--- config.mk ---
export PLATFORM = sky130hd
export DESIGN_NAME = serial_adder_ctrl
export DESIGN_NICKNAME = d
export VERILOG_FILES = /design/src/rtl/serial_adder_ctrl.sv
export SDC_FILE = /design/constraint.sdc
export NUM_CORES = 1
export LEC_CHECK = 0
export CORE_MARGIN = 2
export CORE_UTILIZATION = 30
export DETAILED_ROUTE_END_ITERATION = 8
export PLACE_DENSITY_LB_ADDON = 0.2
export SKIP_LAST_GASP = 1
export SLEW_MARGIN = 20
export SYNTH_ARGS = -nofsm -noshare
export SYNTH_HDL_FRONTEND = slang
export SYNTH_SLANG_ARGS = --single-unit
--- constraint.sdc ---
create_clock -name clk -period 1.7 [get_ports clk]
set_clock_uncertainty 0.2 [all_clocks]
set_input_delay 0.255 -clock clk [delete_from_list [all_inputs] [get_ports clk]]
set_output_delay 0.255 -clock clk [all_outputs]
set_load 0.02 [all_outputs]
--- src/rtl/serial_adder_ctrl.sv ---
// Bit-serial adder controller: streams operand bits LSB first through an external
// combinational full_adder and assembles the WIDTH-bit sum plus carry-out.
module serial_adder_ctrl #(
    parameter int WIDTH = 8
) (
    input  logic             clk,
    input  logic             rst,
    input  logic             start,
    input  logic [WIDTH-1:0] op_a,
    input  logic [WIDTH-1:0] op_b,
    input  logic             cin_in,
    output logic             fa_a,
    output logic             fa_b,
    output logic             fa_cin,
    input  logic             fa_sum,
    input  logic             fa_cout,
    output logic             busy,
    output logic             done,
    output logic [WIDTH-1:0] sum_out,
    output logic             cout_out
);

    localparam int CW = (WIDTH > 1) ? $clog2(WIDTH) : 1;
    localparam logic [CW-1:0] LAST = CW'(WIDTH - 1);

    typedef enum logic [1:0] {IDLE, SHIFT, DONE} state_t;

    state_t           state, state_nxt;
    logic [WIDTH-1:0] sh_a, sh_b, res;
    logic             carry;
    logic [CW-1:0]    cnt;

    always_ff @(posedge clk) begin
        if (rst) state <= IDLE;
        else     state <= state_nxt;
    end

    always_comb begin
        state_nxt = state;
        busy      = 1'b0;
        done      = 1'b0;
        fa_a      = 1'b0;
        fa_b      = 1'b0;
        fa_cin    = 1'b0;
        case (state)
            IDLE: begin
                if (start) state_nxt = SHIFT;
            end
            SHIFT: begin
                busy   = 1'b1;
                fa_a   = sh_a[0];
                fa_b   = sh_b[0];
                fa_cin = carry;
                if (cnt == LAST) state_nxt = DONE;
            end
            DONE: begin
                done      = 1'b1;
                state_nxt = IDLE;
            end
            default: state_nxt = IDLE;
        endcase
    end

    // Datapath: operands shift out LSB first, sum bits shift in from the MSB end,
    // so after WIDTH steps res holds the sum in natural bit order.
    always_ff @(posedge clk) begin
        if (rst) begin
            sh_a     <= '0;
            sh_b     <= '0;
            res      <= '0;
            carry    <= 1'b0;
            cnt      <= '0;
            sum_out  <= '0;
            cout_out <= 1'b0;
        end else begin
            case (state)
                IDLE: begin
                    if (start) begin
                        sh_a  <= op_a;
                        sh_b  <= op_b;
                        carry <= cin_in;
                        cnt   <= '0;
                        res   <= '0;
                    end
                end
                SHIFT: begin
                    sh_a  <= {1'b0, sh_a[WIDTH-1:1]};
                    sh_b  <= {1'b0, sh_b[WIDTH-1:1]};
                    res   <= {fa_sum, res[WIDTH-1:1]};
                    carry <= fa_cout;
                    cnt   <= cnt + 1'b1;
                    // Final bit: publish the completed result as DONE is entered.
                    if (cnt == LAST) begin
                        sum_out  <= {fa_sum, res[WIDTH-1:1]};
                        cout_out <= fa_cout;
                    end
                end
                default: ;
            endcase
        end
    end

endmodule

==> results of run 1 <==
cell families after synthesis:
kind of cell,count (synthesis),share of synthesized area [%]
adder cells (fa/ha/maj),2,1.58
multiplexers,16,10.1
AO/OA/AOI/OAI,38,19.4
buffers and inverters,13,5.38
flip-flops,38,48.1
AND/OR/NAND/NOR,55,15.4
worst min path at each step:
stage                                 start                       to  cells past startpoint
detailed placement  sum_out[0]$_SDFFE_PP0P_  sum_out[0]$_SDFFE_PP0P_                      2
floorplan                           fa_cout    cout_out$_SDFFE_PP0P_                      2
global route        sum_out[3]$_SDFFE_PP0P_  sum_out[3]$_SDFFE_PP0P_                      2
finish              sum_out[5]$_SDFFE_PP0P_  sum_out[5]$_SDFFE_PP0P_                      2
global placement    sum_out[3]$_SDFFE_PP0P_  sum_out[3]$_SDFFE_PP0P_                      2
CTS                 sum_out[5]$_SDFFE_PP0P_  sum_out[5]$_SDFFE_PP0P_                      2
sequential cells by signal (all words and copies together), names as in the netlist:
name	flops
state	2
res	7
sh_b	8
cnt	3
sum_out	8
cout_out	1
carry	1
sh_a	8
area by class of cell:
cell class | count | area share, %
tap | 70 | 3.99
clock buffer | 6 | 3.76
timing repair buffer | 48 | 22.0
clock inverter | 1 | 1.37
sequential | 38 | 34.7
inverter | 1 | 0.171
multi-input combinational | 111 | 34.1
through the flow:
stage | total power [W] | util [%] | TNS (ns)
after global routing | 0.00207 | 42.9 | 0
after global placement | 0.00123 | 40.4 | -0.298
after detailed placement | 0.00123 | 40.4 | -0.596
final | 0.00197 | 42.9 | 0
after floorplan | 0.00112 | - | 0
after CTS | 0.00201 | 42.6 | 0
report_power, final:
part | switching (W) | internal (W) | total, W
Clock | 0.000293 | 0.000469 | 0.000762
Sequential | 0.0000198 | 0.000931 | 0.000950
Combinational | 0.000119 | 0.000143 | 0.000262
worst max-delay path, cell delays in order (launching register included):
cell and delay (ns):
dfxtp_1 0.33, nor2b_4 0.20, buf_4 0.14, buf_4 0.10
buf_4 0.13
routing by layer:
| layer | vias up | wire length [um] | track usage, % |
|---|---|---|---|
| li1 | 652 | - | - |
| met1 | 590 | 1550 | 14.7 |
| met5 | - | 0 | 0 |
| met3 | 6 | 156 | 4.27 |
| met2 | 28 | 1550 | 20.0 |
| met4 | 0 | 45 | 3.82 |
layout by cell type, fill, tap and decap left out, types with 9 or more instances in the layout:
master / synthesis / routed
dfxtp_1: 38 / 38
nor2_1: 28 / 28
clkdlybuf4s50_1: 0 / 21
nand2_1: 18 / 18
mux2i_1: 16 / 16
a22oi_1: 11 / 11
buf_4: 2 / 11
a21oi_1: 9 / 9
what timing repair did:
action                                  CTS  global route
gates resized for setup                  20            13
endpoints found under the setup margin    6            20
buffers inserted                          1             0
pin swaps                                 0             0
==> impl_metrics.ini, run 1 <==
[sta]
relSlewSlack_pct = 83.0
hold_ws_ns = 0.254
maxSlewViolCount = 0
layout_setup_ws_ns = 0.0694
period_share_pct = 95.9
min_period_ns = 1.63
worst_pin_slew_ns = 0.254
rsz0062_at_grt = no
fmax_mhz = 613
finalHoldViolCount = 0
setup_viol = 0

[die]
start_util_pct = 31.0
die_w_um = 76.6
rows = 26
ios = 36
fp.coreArea_um2 = 5110
die_area_um2 = 5870
die_y_um = 76.6

[clock_tree]
cts.sinks = 38
holdBufCountCts = 0
cts-root-buf = clkbuf_8
clk_pin_slew_worst_paths_ns = 0.07
cts-htree-levels = 2
cts_max_path_buffers = 2
clk_latency_ns = 0.28
cts_tree = yes
numCtsBuffers = 5

[synth]
synth_area_um2 = 1580
synth_area_leader_cell = dfxtp_1
synth_most_common_cell = dfxtp_1
synth_top_area_share_pct = 48.1
ys_seq_area_share_pct = 48.1
synth-edff-count = 0
synth-async-reset-ratio_pct = 0
synth_nets = 186
avgSynthCellArea_um2 = 9.76
ys_top_cells_by_count = 38 x dfxtp_1, 28 x nor2_1, 18 x nand2_1, 16 x mux2i_1, 11 x a22oi_1
ys_ff_latch = 38
syn_inst = 162
ys.flop_type = dfxtp_1
yosysWarnings = 0
yosys-top-cells-area = dfxtp_1 48%, mux2i_1 10%, nor2_1 6.6%
synth_cell_types = 24

[route]
wl_um = 3310
via_count = 1276
ant_nets = 0
via_per_inst = 4.64
drc = 0
wl_per_cell_um = 12.0
dr.first_iter.drc_count = 66
drt-pass1-iter-count = 4

[setup_path]
cp-endpoint = busy
critPathLaunch = state[0]$_SDFFE_PP0P_
rrSetupSlack_ns = 0.13
regToRegEndpoint = sh_b[5]$_SDFFE_PP0P_
arrival_ns = 1.18
cp-end-kind = output port
critPathKind = reg -> out
r2r_cells = 6
r2r_start = state[0]$_SDFFE_PP0P_
start_kind = flip-flop
crit_fanout = 4
crit_required_ns = 1.24

[placed_design]
hpwlAfterDp_um = 2210
io_buffers = 35
place_inst = 267
gp_congestion = 0.730
placed_area_um2 = 2070
dp_slack_ns = -0.147

[final_layout]
drive_gt1_share_pct = 18.5
finalNonFillerCells = 275
n_antenna_cell = 0
fin_nets = 229
syn_to_final_growth_pct = 38.7
multi_input_area_um2 = 747
fillers = 503
fin_area_um2 = 2190
seq_area_um2 = 761

[job]
maxCapViolCount = 0

[power]
p_leak_nw = 0.993
p_per_area_nw_per_um2 = 900
ir_drop_mv = 0.386

[global_route]
grt_use_total_pct = 12.1
first_global_vias = 1273
grt_max_degree = 39
antenna_found_initial = 0
grt_overflow = 0
grt_pass1_wl_um = 5780

[hold_path]
hold_path_class = reg -> reg

[run_status]
status = finished, final reports clean
Note: power is estimated with default switching activity, not from simulation.
==> run 2, diff against run 1 <==
CAP_MARGIN = 20   (was default)
==> results of run 2 <==
No change in the layout: final DEF, timing and power equal those of run 1.
